File: config.mk
export PLATFORM = sky130hd
export DESIGN_NAME = pulse_monitor
export DESIGN_NICKNAME = d
export VERILOG_FILES = /design/src/rtl/pulse_monitor.sv
export SDC_FILE = /design/constraint.sdc
export NUM_CORES = 1
export LEC_CHECK = 0
export ABC_CLOCK_PERIOD_IN_PS = 3950
export BUFFER_PORTS_ARGS = -buffer_cell sky130_fd_sc_hd__buf_2
export CAP_MARGIN = 0
export CORE_UTILIZATION = 40
export CTS_CLUSTER_SIZE = 10
export DETAILED_ROUTE_END_ITERATION = 8
export GPL_TIMING_DRIVEN = 0
export MAX_ROUTING_LAYER = met4
export PLACE_DENSITY_LB_ADDON = 0.1
export SLEW_MARGIN = 30
export SYNTH_ARGS = -nofsm -noshare
export SYNTH_HDL_FRONTEND = slang
export SYNTH_SLANG_ARGS = --single-unit
File: constraint.sdc
create_clock -name clk -period 3.95 [get_ports clk]
set_input_delay 0.79 -clock clk [delete_from_list [all_inputs] [get_ports clk]]
set_output_delay 0.79 -clock clk [all_outputs]
set_load 0.1 [all_outputs]
File: src/rtl/pulse_monitor.sv
// Counts rising edges of sig_in, measures each high pulse and queues {sat, width} records in a small FIFO.
// Latency: one cycle from the first low sample to rec_valid; a full FIFO drops the record unless a pop happens that cycle.
module pulse_monitor #(
   parameter int WIDTH_W = 8,
   parameter int CNT_W   = 16,
   parameter int DEPTH   = 4
) (
   input  logic               clk,
   input  logic               rst,
   input  logic               sig_in,
   output logic               rec_valid,
   input  logic               rec_ready,
   output logic [WIDTH_W-1:0] rec_width,
   output logic               rec_sat,
   output logic [CNT_W-1:0]   edge_count,
   output logic [CNT_W-1:0]   drop_count,
   output logic               overflow
);

   localparam int AW = $clog2(DEPTH);
   localparam int CW = AW + 1;

   typedef struct packed {
      logic               sat;
      logic [WIDTH_W-1:0] width;
   } rec_t;

   typedef enum logic [1:0] {ARM, IDLE, HIGH} state_t;

   state_t             state, state_nxt;
   logic [WIDTH_W-1:0] width_cnt;
   logic               width_sat;

   rec_t               mem [DEPTH];
   logic [AW-1:0]      wr_ptr, rd_ptr, rd_nxt;
   logic [CW-1:0]      count, count_nxt;
   logic               pop, push_req, push, rise;
   rec_t               new_rec;

   always_ff @(posedge clk) begin
      if (rst) state <= ARM;
      else     state <= state_nxt;
   end

   always_comb begin
      state_nxt = state;
      case (state)
         ARM:     if (!sig_in) state_nxt = IDLE;
         IDLE:    if (sig_in)  state_nxt = HIGH;
         HIGH:    if (!sig_in) state_nxt = IDLE;
         default: state_nxt = ARM;
      endcase
   end

   always_comb begin
      rise      = (state == IDLE) && sig_in;
      push_req  = (state == HIGH) && !sig_in;
      pop       = rec_valid && rec_ready;
      // A full FIFO still takes the record when the head leaves in the same cycle.
      push      = push_req && ((count != CW'(DEPTH)) || pop);
      count_nxt = count + CW'(push) - CW'(pop);
      rd_nxt    = rd_ptr + AW'(pop);
      new_rec   = '{sat: width_sat, width: width_cnt};
   end

   always_ff @(posedge clk) begin
      if (rst) begin
         width_cnt  <= '0;
         width_sat  <= 1'b0;
         edge_count <= '0;
         drop_count <= '0;
         overflow   <= 1'b0;
      end else begin
         if (rise) begin
            width_cnt <= WIDTH_W'(1);
            width_sat <= 1'b0;
            if (edge_count != '1) edge_count <= edge_count + 1'b1;
         end else if (state == HIGH && sig_in) begin
            if (width_cnt != '1) width_cnt <= width_cnt + 1'b1;
            else                 width_sat <= 1'b1;
         end
         if (push_req && !push) begin
            overflow <= 1'b1;
            if (drop_count != '1) drop_count <= drop_count + 1'b1;
         end
      end
   end

   always_ff @(posedge clk) begin
      if (push) mem[wr_ptr] <= new_rec;
   end

   always_ff @(posedge clk) begin
      if (rst) begin
         wr_ptr    <= '0;
         rd_ptr    <= '0;
         count     <= '0;
         rec_valid <= 1'b0;
         rec_width <= '0;
         rec_sat   <= 1'b0;
      end else begin
         if (push) wr_ptr <= wr_ptr + 1'b1;
         rd_ptr <= rd_nxt;
         count  <= count_nxt;
         // Head register: bypass the incoming record when it becomes the only entry.
         if (count_nxt == '0) begin
            rec_valid <= 1'b0;
            rec_width <= '0;
            rec_sat   <= 1'b0;
         end else if ((count - CW'(pop)) == '0) begin
            rec_valid <= 1'b1;
            rec_width <= new_rec.width;
            rec_sat   <= new_rec.sat;
         end else begin
            rec_valid <= 1'b1;
            rec_width <= mem[rd_nxt].width;
            rec_sat   <= mem[rd_nxt].sat;
         end
      end
   end

endmodule
* Word-level counts from Yosys, hierarchy flattened
Memories as Yosys holds them, arrays and structs flattened.
Index checks and enable logic that the tools add are counted.
** Storage, ports and cells
- Bits in registers :: 61
- Bits in writable memories :: 36
- Output and inout bits :: 43
- Memories :: 1
** Operators by class
- Add/sub/neg operators :: 8
- Equal/unequal tests :: 8
- Muxes and demuxes :: 11
- Bitwise gates (word level) :: 1
- Reduce and logical (&&, ||, !) cells :: 23
** Memory list
- mem :: words 4, width 9, read ports 1, clocked after Yosys merged registers in 0, write ports 1, line 34 : rec_t mem [DEPTH];
** Operators by type and width (count)
- $add A16 B1 Y16 const B :: 2
- $ne A16 B16 Y1 const B :: 2
- $reduce_and A2 Y1 :: 6
- $add A8 B1 Y8 const B :: 1
- $mux W8 :: 1
- $ne A8 B8 Y1 const B :: 1
- $mux W1 :: 7
- $logic_and A1 B1 Y1 :: 6
- $logic_not A3 Y1 :: 2
- $reduce_or A2 Y1 :: 3
- $sub A3 B1 Y3 :: 2
- $mux W2 :: 2
- $ne A2 B2 Y1 const B :: 2
- $pmux W2 S2 :: 1
- $reduce_bool A2 Y1 :: 2
- $add A3 B1 Y3 :: 1
- $ne A3 B3 Y1 const B :: 1
- $add A2 B1 Y2 :: 1
- $add A2 B1 Y2 const B :: 1
- $eq A2 B1 Y1 const B :: 1
- $eq A2 B2 Y1 const B :: 1
- $logic_not A1 Y1 :: 2
- $logic_not A2 Y1 :: 1
- $logic_or A1 B1 Y1 :: 1
- $not A1 Y1 :: 1

* Longest topological paths before layout
Gate-level depths: netlist (run 1).
- Depth in word-level cells :: 7
- Mapped depth :: 13
- Mapped depth without buffers :: 12

* Worst setup path before layout (run 1)
OpenSTA, ideal clock, no wires.
- Kind :: register to register
- From :: register rec_valid
- To :: register rec_sat
- Arrival :: 3.171 ns
- Data required time :: 3.822 ns
- Path slack :: 0.652 ns
- Cell stages (with the launch flop) :: 14
- Cell sequence :: dfxtp_1 a211oi_4 a21boi_2 inv_1 ha_1 inv_1 ha_1 inv_1 fa_1 xor2_1 xnor2_1 a31o_2 clkbuf_1 nor2_1
** Between the ends
- Longest elaborated chain between the ends :: 7
- Elaborated cells between the ends (all ways) :: 12
** Ends and longest elaborated chain
- from (decl) :: line 11 : output logic rec_valid,
- from (signal assigned) :: line 98 : rec_valid <= 1'b0;
- from (signal assigned) :: line 107 : rec_valid <= 1'b0;
- from (signal assigned) :: line 111 : rec_valid <= 1'b1;
- $logic_and A1 B1 Y1 * :: line 58 : pop = rec_valid && rec_ready;
- $logic_or A1 B1 Y1 :: line 60 : push = push_req && ((count != CW'(DEPTH)) || pop);
- $logic_and A1 B1 Y1 :: line 60
- $add A3 B1 Y3 :: line 61 : count_nxt = count + CW'(push) - CW'(pop);
- $sub A3 B1 Y3 :: line 61
- $logic_not A3 Y1 :: line 106 : if (count_nxt == '0) begin
- $reduce_or A2 Y1 (no line)
- to (signal assigned) :: line 113 : rec_sat <= new_rec.sat;
- to (signal assigned) :: line 117 : rec_sat <= mem[rd_nxt].sat;
- to (decl) :: line 14 : output logic rec_sat,
Mark *: on every way between the ends. The rest lies on a longest branch, timed or not.
A chain may end at the register's enable or synchronous reset.

* Worst setup path after layout (run 1)
- From :: input port sig_in
- To :: register rec_width[4]
** Between the ends
- Longest elaborated chain between the ends :: 7
** Ends and longest elaborated chain
- from (decl) :: line 10 : input logic sig_in,
- $logic_not A1 Y1 :: line 57 : push_req = (state == HIGH) && !sig_in;
- $logic_and A1 B1 Y1 :: line 57
- $logic_and A1 B1 Y1 :: line 60
- $add A3 B1 Y3 :: line 61
- $sub A3 B1 Y3 :: line 61
- $logic_not A3 Y1 :: line 106
- $reduce_or A2 Y1 (no line)
- to (signal assigned) :: line 112 : rec_width <= new_rec.width;
- to (signal assigned) :: line 116 : rec_width <= mem[rd_nxt].width;
- to (decl) :: line 13 : output logic [WIDTH_W-1:0] rec_width,
No other way between the ends.

==> results of run 1 <==
cells in the mapped netlist, types with 4 or more instances:
cell | instances | area [um2]
sky130_fd_sc_hd__dfxtp_1 | 61 | 1220
sky130_fd_sc_hd__edfxtp_1 | 36 | 1080
sky130_fd_sc_hd__nor2_1 | 35 | 131
sky130_fd_sc_hd__a21oi_1 | 22 | 110
sky130_fd_sc_hd__nand2_1 | 17 | 63.8
sky130_fd_sc_hd__inv_1 | 14 | 52.6
sky130_fd_sc_hd__nand4_1 | 13 | 81.3
sky130_fd_sc_hd__nor2b_1 | 13 | 81.3
sky130_fd_sc_hd__ha_1 | 11 | 138
sky130_fd_sc_hd__mux2i_1 | 11 | 110
sky130_fd_sc_hd__o31ai_1 | 10 | 75.1
sky130_fd_sc_hd__clkbuf_1 | 9 | 33.8
sky130_fd_sc_hd__mux2_1 | 9 | 101
sky130_fd_sc_hd__mux4_2 | 9 | 203
sky130_fd_sc_hd__nand3_1 | 9 | 45.0
sky130_fd_sc_hd__or4_1 | 9 | 67.6
sky130_fd_sc_hd__nor3_1 | 8 | 40.0
sky130_fd_sc_hd__nor4_1 | 8 | 50.1
sky130_fd_sc_hd__or3_1 | 8 | 50.1
sky130_fd_sc_hd__and3_1 | 7 | 43.8
sky130_fd_sc_hd__and2_1 | 6 | 37.5
sky130_fd_sc_hd__o21ai_0 | 5 | 25.0
sky130_fd_sc_hd__xnor2_1 | 5 | 43.8
sky130_fd_sc_hd__xor2_1 | 5 | 43.8
sky130_fd_sc_hd__buf_2 | 4 | 20.0
sky130_fd_sc_hd__o21ai_1 | 4 | 20.0
tightest hold or removal path, stage by stage (launching register included):
cell                      delay, ps
sky130_fd_sc_hd__dfxtp_1        320
sky130_fd_sc_hd__inv_1           50
sky130_fd_sc_hd__a21oi_1         50
metal layers:
| metal | up-vias | wire, um | global-route usage [%] | part of all wire (%) |
|---|---|---|---|---|
| li1 | 1567 | - | - | - |
| met1 | 1524 | 4320 | 23.0 | 48 |
| met2 | 43 | 4280 | 26.9 | 48 |
| met3 | 7 | 245 | 2.37 | 2.7 |
| met4 | 0 | 90 | 6.75 | 1.0 |
| met5 | - | 0 | - | 0 |
flip-flops by register name, summed over array words and instances, names as in the netlist:
name	count
wr_ptr	2
rec_valid	1
overflow	1
edge_count	16
width_cnt	8
rec_sat	1
rd_ptr	2
state	2
mem	36
rec_width	8
width_sat	1
drop_count	16
count	3
cells by family (layout without fill, tap and decap cells):
kind of cell / after synthesis / in the layout
AOI/OAI and AO/OA: 55 / 55
buffers and inverters: 29 / 90
muxes: 31 / 31
DFF: 97 / 97
xor gates and xnor gates: 11 / 11
and+or+nand+nor: 153 / 153
adders and majority gates: 12 / 12
stage by stage:
stage	utilization (%)	std cells	cell area [um2]	hold slack [ps]
final	47.5	585	4970	456
after detailed placement	45.7	569	4790	444
after CTS	47.5	585	4970	461
after global placement	45.7	569	4790	438
after floorplan	-	388	4390	467
after global routing	47.5	585	4970	498
final timing paths:
kind	from	to
setup / recovery	sig_in	rec_width[4]
hold / removal	overflow	overflow
setup reg to reg	state[1]	rec_width[4]
hold reg to reg	overflow	overflow
final cells by class:
cell class                      count  area [um2]  area share (%)
Buffer                             15        76.3            1.54
Clock buffer                        9         124            2.49
Clock inverter                      7        60.1            1.21
Inverter                           14        52.6            1.06
Multi-Input combinational cell    262        1960            39.4
Sequential cell                    97        2300            46.3
Tap cell                          136         170            3.42
Timing Repair Buffer               45         225            4.53
report_power, final:
part           leakage (nW)  internal (mW)  total [mW]  switching, mW
Combinational         0.941          0.228       0.752          0.524
Clock                0.0965          0.242       0.605          0.363
Sequential            0.841           1.09        1.12         0.0360
==> impl_metrics.prom, run 1 <==
# TYPE chip_impl_metric gauge
chip_impl_metric{name="synthSimpleGateAreaFrac",unit="%"} 20.3
chip_impl_info{name="mostFrequentLayoutCells",value="61 x sky130_fd_sc_hd__dfxtp_1, 49 x sky130_fd_sc_hd__buf_2, 36 x sky130_fd_sc_hd__edfxtp_1, 35 x sky130_fd_sc_hd__nor2_1, 22 x sky130_fd_sc_hd__a21oi_1"} 1
chip_impl_metric{name="antenna_violations_before_repair",unit=""} 0
chip_impl_metric{name="route.detailed.drc",unit=""} 0
chip_impl_metric{name="finalPower",unit="mW"} 2.48
chip_impl_metric{name="post_drt_via_cell_ratio",unit=""} 5.37
chip_impl_metric{name="detailedPlacementHpwl",unit="mm"} 6.24
chip_impl_metric{name="max_slew_margin",unit="%"} 58.6
chip_impl_metric{name="maxCapViolations",unit=""} 0
chip_impl_metric{name="yosysUniqueCellTypes",unit=""} 56
chip_impl_metric{name="postSynth.asyncResetShare",unit="%"} 0
chip_impl_metric{name="grt_pass1_vias",unit=""} 2953
chip_impl_metric{name="area_growth_syn_to_layout",unit="%"} 13.2
chip_impl_info{name="worst_path_most_repeated_cell",value="sky130_fd_sc_hd__inv_1"} 1
chip_impl_info{name="most_common_cell_after_layout_fill_and_taps_aside",value="sky130_fd_sc_hd__dfxtp_1"} 1
chip_impl_info{name="worstSetupPathType",value="input pin to register"} 1
chip_impl_metric{name="synth_compound_gate_area_share",unit="%"} 8.32
chip_impl_metric{name="post_cts_resized",unit=""} 0
chip_impl_info{name="largest_family_of_logic_cells_by_synthesized_area",value="simple AND/OR/NAND/NOR gates"} 1
chip_impl_info{name="hp-class",value="register to register"} 1
chip_impl_metric{name="gpl_congestion",unit=""} 0.794
chip_impl_metric{name="detail_route.first_pass.iterations",unit=""} 4
chip_impl_metric{name="setup-tns-final",unit="ps"} 0
chip_impl_metric{name="maxClockFrequency",unit="GHz"} 0.293
chip_impl_metric{name="starting_drt_drc_count",unit=""} 121
chip_impl_metric{name="power_density",unit="nW/um2"} 499
chip_impl_metric{name="core-area",unit="um2"} 10500
chip_impl_metric{name="cp_data_arrival_time",unit="ps"} 3640
chip_impl_info{name="timing.critical_path.cells",value="buf_2 > nor3b_2 > a21boi_2 > inv_1 > ha_1 > inv_1 > ha_1 > inv_1 > fa_1 > xor2_1 > xnor2_1 > a31o_2 > clkbuf_1 > nor2_1"} 1
chip_impl_metric{name="antenna_violating_nets_remaining",unit=""} 0
chip_impl_metric{name="ctsHoldBuffers",unit=""} 0
chip_impl_metric{name="routed_wirelength",unit="mm"} 8.94
chip_impl_metric{name="synth_edf_count",unit=""} 36
chip_impl_metric{name="grt_start_max_net_pins",unit=""} 19
chip_impl_metric{name="finalWorstSetupSlack",unit="ps"} 538
chip_impl_metric{name="timing.reg2reg.setup_slack",unit="ps"} 670
chip_impl_metric{name="chipHeight",unit="um"} 107
chip_impl_metric{name="max_stage_delay",unit="ps"} 420
chip_impl_metric{name="drive_gt1_share",unit="%"} 20.0
chip_impl_metric{name="period_minus_slack",unit="ps"} 3410
chip_impl_metric{name="htree_levels",unit=""} 3
chip_impl_metric{name="synth_adder_area_share",unit="%"} 3.59
chip_impl_metric{name="grt_pass1_wl",unit="mm"} 14.9
chip_impl_metric{name="numCtsBuffers",unit=""} 9
chip_impl_metric{name="die_width",unit="um"} 107
chip_impl_metric{name="setup_viol",unit=""} 0
chip_impl_metric{name="post_synth_instance_area",unit="um2"} 4390
chip_impl_metric{name="peakVddDrop",unit="uV"} 355
chip_impl_metric{name="clkTransAtPathRegs",unit="ps"} 100
chip_impl_info{name="synth-main-ff-cell",value="sky130_fd_sc_hd__dfxtp_1"} 1
chip_impl_metric{name="static-leakage-power",unit="nW"} 1.88
chip_impl_metric{name="dr_total_vias",unit=""} 3141
chip_impl_metric{name="io-pin-count",unit=""} 47
chip_impl_metric{name="synth.yosys.seq_area_share",unit="%"} 52.4
chip_impl_metric{name="die_area",unit="um2"} 11400
chip_impl_metric{name="count_of_state_elements_after_synthesis",unit=""} 97
chip_impl_info{name="cts-root-buf",value="sky130_fd_sc_hd__clkbuf_8"} 1
chip_impl_metric{name="worstPathRequired",unit="ps"} 4180
chip_impl_info{name="cp-end-kind",value="register"} 1
chip_impl_metric{name="count_of_input_and_output_buffers",unit=""} 45
chip_impl_info{name="cts_tree",value="built"} 1
chip_impl_metric{name="synthesis_warnings",unit=""} 0
chip_impl_info{name="critical_path.slowest_cell",value="sky130_fd_sc_hd__clkbuf_1"} 1
chip_impl_metric{name="synthesis.area_per_instance",unit="um2"} 11.3
chip_impl_metric{name="finalHoldViolations",unit=""} 0
chip_impl_metric{name="drt-wirelength-per-cell",unit="um"} 15.3
chip_impl_info{name="startpoint_type",value="input pin"} 1
chip_impl_metric{name="clockBufferDepth",unit=""} 2
chip_impl_metric{name="floorplan.initialDensity",unit="%"} 42.0
chip_impl_metric{name="rr_worst_depth",unit=""} 13
chip_impl_info{name="critPathTopFamily",value="adder cells"} 1
chip_impl_metric{name="postCtsSetupRepairBufs",unit=""} 0
chip_impl_metric{name="antenna-diode-count",unit=""} 0
chip_impl_metric{name="mappedNetlistNets",unit=""} 404
chip_impl_metric{name="grt_util_all_layers",unit="%"} 17.3
chip_impl_metric{name="critical_path_buf_inv_count",unit=""} 5
chip_impl_metric{name="period_share",unit="%"} 86.4
chip_impl_metric{name="worst-slew-pin-transition",unit="ps"} 621
chip_impl_metric{name="min_path_cells",unit=""} 2
chip_impl_metric{name="post_synth_mux_area_share",unit="%"} 10.0
chip_impl_metric{name="fillCellCount",unit=""} 986
chip_impl_metric{name="skew",unit="ps"} 13.0
chip_impl_metric{name="grt-ovfl-total",unit=""} 0
chip_impl_metric{name="critical_path.max_fanout",unit=""} 10
chip_impl_metric{name="final_max_slew_viol_count",unit=""} 0
chip_impl_info{name="run_status",value="complete, no violations"} 1
chip_impl_metric{name="clkLatencyLatePin",unit="ps"} 360
chip_impl_metric{name="clock-sinks",unit=""} 97
chip_impl_metric{name="number_of_nets_at_the_end_of_the_flow",unit=""} 460
chip_impl_metric{name="rows",unit=""} 37
chip_impl_metric{name="dpl_worst_slack",unit="ps"} 94.8
chip_impl_metric{name="synthXorXnorAreaFrac",unit="%"} 2.37
chip_impl_metric{name="timing.critical_path.depth",unit=""} 14
chip_impl_info{name="setup_repair_after_global_routing_missed_its_margin",value="no"} 1
chip_impl_metric{name="postSynthCellCount",unit=""} 388
Note: power is estimated with default switching activity, not from simulation.
==> run 2, diff against run 1 <==
--- a/config.mk
+++ b/config.mk
@@ -8,7 +8,9 @@
 export ABC_CLOCK_PERIOD_IN_PS = 3950
 export BUFFER_PORTS_ARGS = -buffer_cell sky130_fd_sc_hd__buf_2
 export CAP_MARGIN = 0
-export CORE_UTILIZATION = 40
+export CELL_PAD_IN_SITES_DETAIL_PLACEMENT = 1
+export CELL_PAD_IN_SITES_GLOBAL_PLACEMENT = 2
+export CORE_UTILIZATION = 39
 export CTS_CLUSTER_SIZE = 10
 export DETAILED_ROUTE_END_ITERATION = 8
 export GPL_TIMING_DRIVEN = 0
==> run 2 against run 1 <==
Against the previous run:
- maximum frequency fell by 1.7%
- register-to-register slack got worse by 70 ps
- hold slack got worse by 0.98 ps
- critical path type unchanged
- total power rose by 0.77%
- highest routed layer unchanged
==> impl_metrics.prom, run 2 (same netlist as run 1, synthesis figures left out) <==
# TYPE chip_impl_metric gauge
chip_impl_metric{name="post_drt_via_cell_ratio",unit=""} 5.37
chip_impl_metric{name="routed_wirelength",unit="mm"} 9.99
chip_impl_metric{name="antenna-diode-count",unit=""} 0
chip_impl_metric{name="power.combinational.fraction",unit="%"} 30.2
chip_impl_info{name="most_common_cell_after_layout_fill_and_taps_aside",value="sky130_fd_sc_hd__dfxtp_1"} 1
chip_impl_metric{name="ctsHoldBuffers",unit=""} 0
chip_impl_metric{name="critical_path.max_fanout",unit=""} 10
chip_impl_info{name="cts_tree",value="built"} 1
chip_impl_metric{name="post_cts_resized",unit=""} 0
chip_impl_metric{name="grt_start_max_net_pins",unit=""} 19
chip_impl_metric{name="worst-slew-pin-transition",unit="ps"} 675
chip_impl_info{name="reg.largest.list",value="mem: 36 flops, drop_count: 16 flops, edge_count: 16 flops"} 1
chip_impl_metric{name="number_of_nets_at_the_end_of_the_flow",unit=""} 460
chip_impl_metric{name="detail_route.first_pass.iterations",unit=""} 4
chip_impl_metric{name="largest_reg_flops",unit=""} 36
chip_impl_metric{name="chipHeight",unit="um"} 108
chip_impl_metric{name="skew",unit="ps"} 16.4
chip_impl_metric{name="antenna_violating_nets_remaining",unit=""} 0
chip_impl_metric{name="die_area",unit="um2"} 11700
chip_impl_metric{name="antenna_violations_before_repair",unit=""} 0
chip_impl_info{name="cts-root-buf",value="sky130_fd_sc_hd__clkbuf_8"} 1
chip_impl_metric{name="power.internal",unit="mW"} 1.56
chip_impl_metric{name="clockBufferDepth",unit=""} 2
chip_impl_metric{name="worstPathRequired",unit="ps"} 4190
chip_impl_metric{name="rows",unit=""} 38
chip_impl_metric{name="postCtsSetupRepairBufs",unit=""} 0
chip_impl_metric{name="drt-wirelength-per-cell",unit="um"} 17.0
chip_impl_info{name="setup_repair_after_global_routing_missed_its_margin",value="no"} 1
chip_impl_metric{name="route.detailed.drc",unit=""} 0
chip_impl_metric{name="fillCellCount",unit=""} 1208
chip_impl_metric{name="io-pin-count",unit=""} 47
chip_impl_metric{name="grt_pass1_vias",unit=""} 3110
chip_impl_metric{name="period_share",unit="%"} 87.8
chip_impl_metric{name="grt-ovfl-total",unit=""} 0
chip_impl_metric{name="cp_data_arrival_time",unit="ps"} 3710
chip_impl_metric{name="period_minus_slack",unit="ps"} 3470
chip_impl_info{name="hp-class",value="register to register"} 1
chip_impl_metric{name="clkTransAtPathRegs",unit="ps"} 100
chip_impl_metric{name="max_slew_margin",unit="%"} 55.0
chip_impl_metric{name="share_seq_of_total_power",unit="%"} 45.1
chip_impl_info{name="worstSetupPathType",value="input pin to register"} 1
chip_impl_metric{name="numCtsBuffers",unit=""} 9
chip_impl_metric{name="setup_viol",unit=""} 0
chip_impl_metric{name="detailedPlacementHpwl",unit="mm"} 7.06
chip_impl_metric{name="maxClockFrequency",unit="GHz"} 0.288
chip_impl_metric{name="finalHoldViolations",unit=""} 0
chip_impl_metric{name="grt_util_all_layers",unit="%"} 19.0
chip_impl_info{name="cp-end-kind",value="register"} 1
chip_impl_metric{name="count_of_input_and_output_buffers",unit=""} 45
chip_impl_metric{name="grt_pass1_wl",unit="mm"} 16.3
chip_impl_info{name="startpoint_type",value="input pin"} 1
chip_impl_metric{name="htree_levels",unit=""} 3
chip_impl_metric{name="power_density",unit="nW/um2"} 503
chip_impl_metric{name="clock-sinks",unit=""} 97
chip_impl_metric{name="dr_total_vias",unit=""} 3165
chip_impl_metric{name="finished_core_util",unit="%"} 45.7
chip_impl_metric{name="final_max_slew_viol_count",unit=""} 0
chip_impl_metric{name="area_growth_syn_to_layout",unit="%"} 13.3
chip_impl_metric{name="setup-tns-final",unit="ps"} 0
chip_impl_info{name="run_status",value="complete, no violations"} 1
chip_impl_metric{name="maxCapViolations",unit=""} 0
chip_impl_metric{name="power.share.switching",unit="%"} 37.7
chip_impl_metric{name="peakVddDrop",unit="uV"} 382
chip_impl_metric{name="p_clk_share",unit="%"} 24.7
chip_impl_metric{name="die_width",unit="um"} 108
chip_impl_metric{name="floorplan.initialDensity",unit="%"} 40.3
chip_impl_metric{name="clkLatencyLatePin",unit="ps"} 370
chip_impl_info{name="biggest_register",value="mem"} 1
chip_impl_metric{name="drive_gt1_share",unit="%"} 20.0
chip_impl_metric{name="starting_drt_drc_count",unit=""} 82
chip_impl_info{name="mostFrequentLayoutCells",value="61 x sky130_fd_sc_hd__dfxtp_1, 49 x sky130_fd_sc_hd__buf_2, 36 x sky130_fd_sc_hd__edfxtp_1, 35 x sky130_fd_sc_hd__nor2_1, 22 x sky130_fd_sc_hd__a21oi_1"} 1
chip_impl_metric{name="static-leakage-power",unit="nW"} 1.88
chip_impl_metric{name="gpl_congestion",unit=""} 0.709
chip_impl_metric{name="net-switching-power",unit="mW"} 0.943
chip_impl_metric{name="core-area",unit="um2"} 10900
run 2: cell types whose count changed in the layout (fill, tap and decap cells not counted), sizes merged:
cell	before	now
clkinvlp	0	1
clkinv	3	2
run 2: metrics by stage:
step	power, mW	cells	instance area [um2]	setup WS, ps	hold WS [ps]
2_1_floorplan	1.79	388	4390	652	467
4_1_cts	2.54	589	4970	390	458
5_1_grt	2.63	589	4970	217	468
3_5_place_dp	1.92	573	4790	11.6	441
6_report	2.50	589	4970	481	455
3_3_place_gp	1.91	573	4790	86.7	432
run 2: final timing paths:
path | from | depth (start not counted) | end | slack, ps
worst max-delay path | sig_in | 14 | rec_width[7] | 480
worst min-delay path | overflow | 2 | overflow | 460
worst max register to register | state[1] | 13 | rec_width[7] | 600
worst min register to register | overflow | 2 | overflow | 460
run 2: final cells by class:
cell class | count | area [um2] | share of cell area (%)
sequential | 97 | 2300 | 46.3
multi-input combinational | 262 | 1960 | 39.4
timing repair buffer | 45 | 225 | 4.53
tap | 140 | 175 | 3.52
clock buffer | 9 | 124 | 2.49
buffer | 15 | 76.3 | 1.53
clock inverter | 7 | 58.8 | 1.18
inverter | 14 | 52.6 | 1.06
run 2: worst max-delay path, stage by stage:
cell and delay (ps):
sky130_fd_sc_hd__buf_2 140, sky130_fd_sc_hd__nor3b_2 310, sky130_fd_sc_hd__a21boi_2 400, sky130_fd_sc_hd__inv_1 100, sky130_fd_sc_hd__ha_1 300, sky130_fd_sc_hd__inv_1 60
sky130_fd_sc_hd__ha_1 120, sky130_fd_sc_hd__inv_1 50, sky130_fd_sc_hd__fa_1 370, sky130_fd_sc_hd__xor2_1 160, sky130_fd_sc_hd__xnor2_1 200, sky130_fd_sc_hd__a31o_2 180
sky130_fd_sc_hd__clkbuf_1 410, sky130_fd_sc_hd__nor2_1 110
run 2: power groups by stage:
stage	sequential (mW)	combinational (mW)	clock (mW)
after floorplan	1.45	0.339	0
after global placement	1.15	0.761	0
after detailed placement	1.15	0.768	0
after CTS	1.13	0.773	0.639
after global routing	1.14	0.813	0.677
final	1.13	0.756	0.617
run 2: layer usage:
metal  vias to the layer above  wire (um)  track usage (%)
li1                       1560          -                -
met1                      1553       4870             24.1
met2                        41       4780             30.5
met3                        11        216             3.62
met4                         0        127             6.46
met5                         -          0                -
==> run 3, diff against run 2 <==
--- a/config.mk
+++ b/config.mk
@@ -9,8 +9,8 @@
 export BUFFER_PORTS_ARGS = -buffer_cell sky130_fd_sc_hd__buf_2
 export CAP_MARGIN = 0
 export CELL_PAD_IN_SITES_DETAIL_PLACEMENT = 1
-export CELL_PAD_IN_SITES_GLOBAL_PLACEMENT = 2
-export CORE_UTILIZATION = 39
+export CELL_PAD_IN_SITES_GLOBAL_PLACEMENT = 1
+export CORE_UTILIZATION = 40
 export CTS_CLUSTER_SIZE = 10
 export DETAILED_ROUTE_END_ITERATION = 8
 export GPL_TIMING_DRIVEN = 0
==> run 3 against run 2 <==
Against the previous run:
- register-to-register slack worse by 20 ps
- setup slack worse by 29 ps
- total power up 2.2%
- die area down 2.5%
- combinational power about the same
- wire length down 2.3%
- cell area up 0.25%
- sequential cell count unchanged
- largest cell class unchanged
- hold slack better by 10 ps
- critical path depth unchanged
- critical endpoint is now rec_width[4]
- largest power group unchanged
- final cell count down 0.68%
- sequential share of layout area down 0.12 points
==> impl_metrics.prom, run 3 (same netlist as run 1, synthesis figures left out) <==
# TYPE chip_impl_metric gauge
chip_impl_info{name="biggest_register",value="mem"} 1
chip_impl_metric{name="grt_start_max_net_pins",unit=""} 19
chip_impl_metric{name="ctsHoldBuffers",unit=""} 0
chip_impl_metric{name="post_cts_resized",unit=""} 0
chip_impl_metric{name="drive_gt1_share",unit="%"} 19.8
chip_impl_metric{name="maxCapViolations",unit=""} 0
chip_impl_metric{name="clkTransAtPathRegs",unit="ps"} 100
chip_impl_metric{name="route.detailed.drc",unit=""} 0
chip_impl_metric{name="gpl_congestion",unit=""} 0.745
chip_impl_info{name="run_status",value="complete, no violations"} 1
chip_impl_metric{name="setup_viol",unit=""} 0
chip_impl_metric{name="worstPathRequired",unit="ps"} 4190
chip_impl_info{name="setup_repair_after_global_routing_missed_its_margin",value="no"} 1
chip_impl_metric{name="finalHoldViolations",unit=""} 0
chip_impl_metric{name="largest_reg_flops",unit=""} 36
chip_impl_metric{name="count_of_input_and_output_buffers",unit=""} 45
chip_impl_metric{name="htree_levels",unit=""} 3
chip_impl_metric{name="detail_route.first_pass.iterations",unit=""} 4
chip_impl_metric{name="die_width",unit="um"} 107
chip_impl_metric{name="worst-slew-pin-transition",unit="ps"} 667
chip_impl_metric{name="area_growth_syn_to_layout",unit="%"} 13.6
chip_impl_metric{name="dr_total_vias",unit=""} 3193
chip_impl_metric{name="final_max_slew_viol_count",unit=""} 0
chip_impl_metric{name="skew",unit="ps"} 11.4
chip_impl_metric{name="holdWs",unit="ps"} 466
chip_impl_metric{name="peakVddDrop",unit="uV"} 330
chip_impl_metric{name="period_minus_slack",unit="ps"} 3500
chip_impl_metric{name="antenna-diode-count",unit=""} 0
chip_impl_metric{name="clockBufferDepth",unit=""} 2
chip_impl_metric{name="chipHeight",unit="um"} 107
chip_impl_metric{name="grt_util_all_layers",unit="%"} 18.4
chip_impl_metric{name="clkLatencyLatePin",unit="ps"} 370
chip_impl_info{name="hp-class",value="register to register"} 1
chip_impl_metric{name="maxClockFrequency",unit="GHz"} 0.286
chip_impl_info{name="cts_tree",value="built"} 1
chip_impl_info{name="mostFrequentLayoutCells",value="61 x sky130_fd_sc_hd__dfxtp_1, 49 x sky130_fd_sc_hd__buf_2, 36 x sky130_fd_sc_hd__edfxtp_1, 35 x sky130_fd_sc_hd__nor2_1, 22 x sky130_fd_sc_hd__a21oi_1"} 1
chip_impl_metric{name="grt-ovfl-total",unit=""} 0
chip_impl_metric{name="core-area",unit="um2"} 10500
chip_impl_metric{name="clock-sinks",unit=""} 97
chip_impl_info{name="cts-root-buf",value="sky130_fd_sc_hd__clkbuf_8"} 1
chip_impl_metric{name="drt-wirelength-per-cell",unit="um"} 16.7
chip_impl_info{name="cp-end-kind",value="register"} 1
chip_impl_info{name="most_common_cell_after_layout_fill_and_taps_aside",value="sky130_fd_sc_hd__dfxtp_1"} 1
chip_impl_metric{name="period_share",unit="%"} 88.6
chip_impl_metric{name="finalPower",unit="mW"} 2.56
chip_impl_info{name="worstSetupPathType",value="input pin to register"} 1
chip_impl_metric{name="placed_cell_area",unit="um2"} 4790
chip_impl_metric{name="rows",unit=""} 37
chip_impl_metric{name="critical_path.max_fanout",unit=""} 10
chip_impl_metric{name="antenna_violating_nets_remaining",unit=""} 0
chip_impl_metric{name="min_path_cells",unit=""} 2
chip_impl_metric{name="static-leakage-power",unit="nW"} 1.88
chip_impl_info{name="startpoint_type",value="input pin"} 1
chip_impl_metric{name="post_drt_via_cell_ratio",unit=""} 5.46
chip_impl_metric{name="grt_pass1_wl",unit="mm"} 15.8
chip_impl_metric{name="die_area",unit="um2"} 11400
chip_impl_metric{name="power_density",unit="nW/um2"} 512
chip_impl_metric{name="stdcell_area",unit="um2"} 4990
chip_impl_metric{name="cp_data_arrival_time",unit="ps"} 3740
chip_impl_metric{name="io-pin-count",unit=""} 47
chip_impl_metric{name="numCtsBuffers",unit=""} 9
chip_impl_metric{name="detailedPlacementHpwl",unit="mm"} 6.93
chip_impl_metric{name="setup-tns-final",unit="ps"} 0
chip_impl_metric{name="postCtsSetupRepairBufs",unit=""} 0
chip_impl_metric{name="antenna_violations_before_repair",unit=""} 0
chip_impl_metric{name="finished_core_util",unit="%"} 47.7
chip_impl_metric{name="rr_worst_depth",unit=""} 13
chip_impl_metric{name="grt_pass1_vias",unit=""} 3199
chip_impl_metric{name="number_of_nets_at_the_end_of_the_flow",unit=""} 460
chip_impl_info{name="reg.largest.list",value="mem: 36 flops, drop_count: 16 flops, edge_count: 16 flops"} 1
chip_impl_metric{name="floorplan.initialDensity",unit="%"} 42.0
chip_impl_metric{name="routed_wirelength",unit="mm"} 9.76
chip_impl_metric{name="starting_drt_drc_count",unit=""} 60
chip_impl_metric{name="max_slew_margin",unit="%"} 55.5
-- run 3: cell types whose count changed in the layout (fill, tap and decap cells not counted) --
cell                        delta
sky130_fd_sc_hd__bufinv_16     +1
sky130_fd_sc_hd__clkbuf_1      +1
sky130_fd_sc_hd__clkinv_2      -1
sky130_fd_sc_hd__clkinv_4      -1
sky130_fd_sc_hd__inv_6         +1
sky130_fd_sc_hd__inv_8         -1
-- run 3: final cells by class --
| type | instances | area (um2) |
|---|---|---|
| clock buffers | 10 | 128 |
| multi-input cells | 262 | 1960 |
| fillers | 1180 | 5480 |
| clock inverters | 6 | 72.6 |
| plain buffers | 15 | 76.3 |
| flip-flops and latches | 97 | 2300 |
| repair buffers | 45 | 225 |
| well taps | 136 | 170 |
| inverters | 14 | 52.6 |
-- run 3: path summary, 6_finish.rpt --
path                       end  slack (ps)     start
setup / recovery  rec_width[4]         450    sig_in
hold / removal        overflow         470  overflow
setup reg to reg  rec_width[4]         580  state[1]
hold reg to reg       overflow         470  overflow
-- run 3: worst max-delay path: stages --
cell and delay (ps):
sky130_fd_sc_hd__buf_2 130, sky130_fd_sc_hd__nor3b_2 340, sky130_fd_sc_hd__a21boi_2 400, sky130_fd_sc_hd__inv_1 80, sky130_fd_sc_hd__ha_1 290, sky130_fd_sc_hd__inv_1 60
sky130_fd_sc_hd__ha_1 130, sky130_fd_sc_hd__inv_1 40, sky130_fd_sc_hd__fa_1 370, sky130_fd_sc_hd__xor2_1 160, sky130_fd_sc_hd__xnor2_1 200, sky130_fd_sc_hd__a31o_2 180
sky130_fd_sc_hd__clkbuf_1 440, sky130_fd_sc_hd__nor2_1 110
-- run 3: metal layers --
| metal | vias to the layer above | GRT usage [%] | wire [um] |
|---|---|---|---|
| li1 | 1558 | - | - |
| met5 | - | - | 0 |
| met2 | 41 | 28.9 | 4700 |
| met3 | 9 | 3.77 | 309 |
| met1 | 1585 | 23.8 | 4630 |
| met4 | 0 | 6.07 | 116 |
-- run 3: through the flow --
| step | cells | setup slack [ps] |
|---|---|---|
| final | 585 | 452 |
| after global routing | 585 | 248 |
| after CTS | 585 | 455 |
| after detailed placement | 569 | 40.2 |
| after global placement | 569 | 120 |
| after floorplan | 388 | 652 |
-- run 3: power by group --
part,internal (mW),switching (mW),total [mW],leakage [nW]
sequential,1.09,0.0392,1.13,0.841
combinational,0.228,0.530,0.758,0.941
clock,0.303,0.367,0.670,0.0983
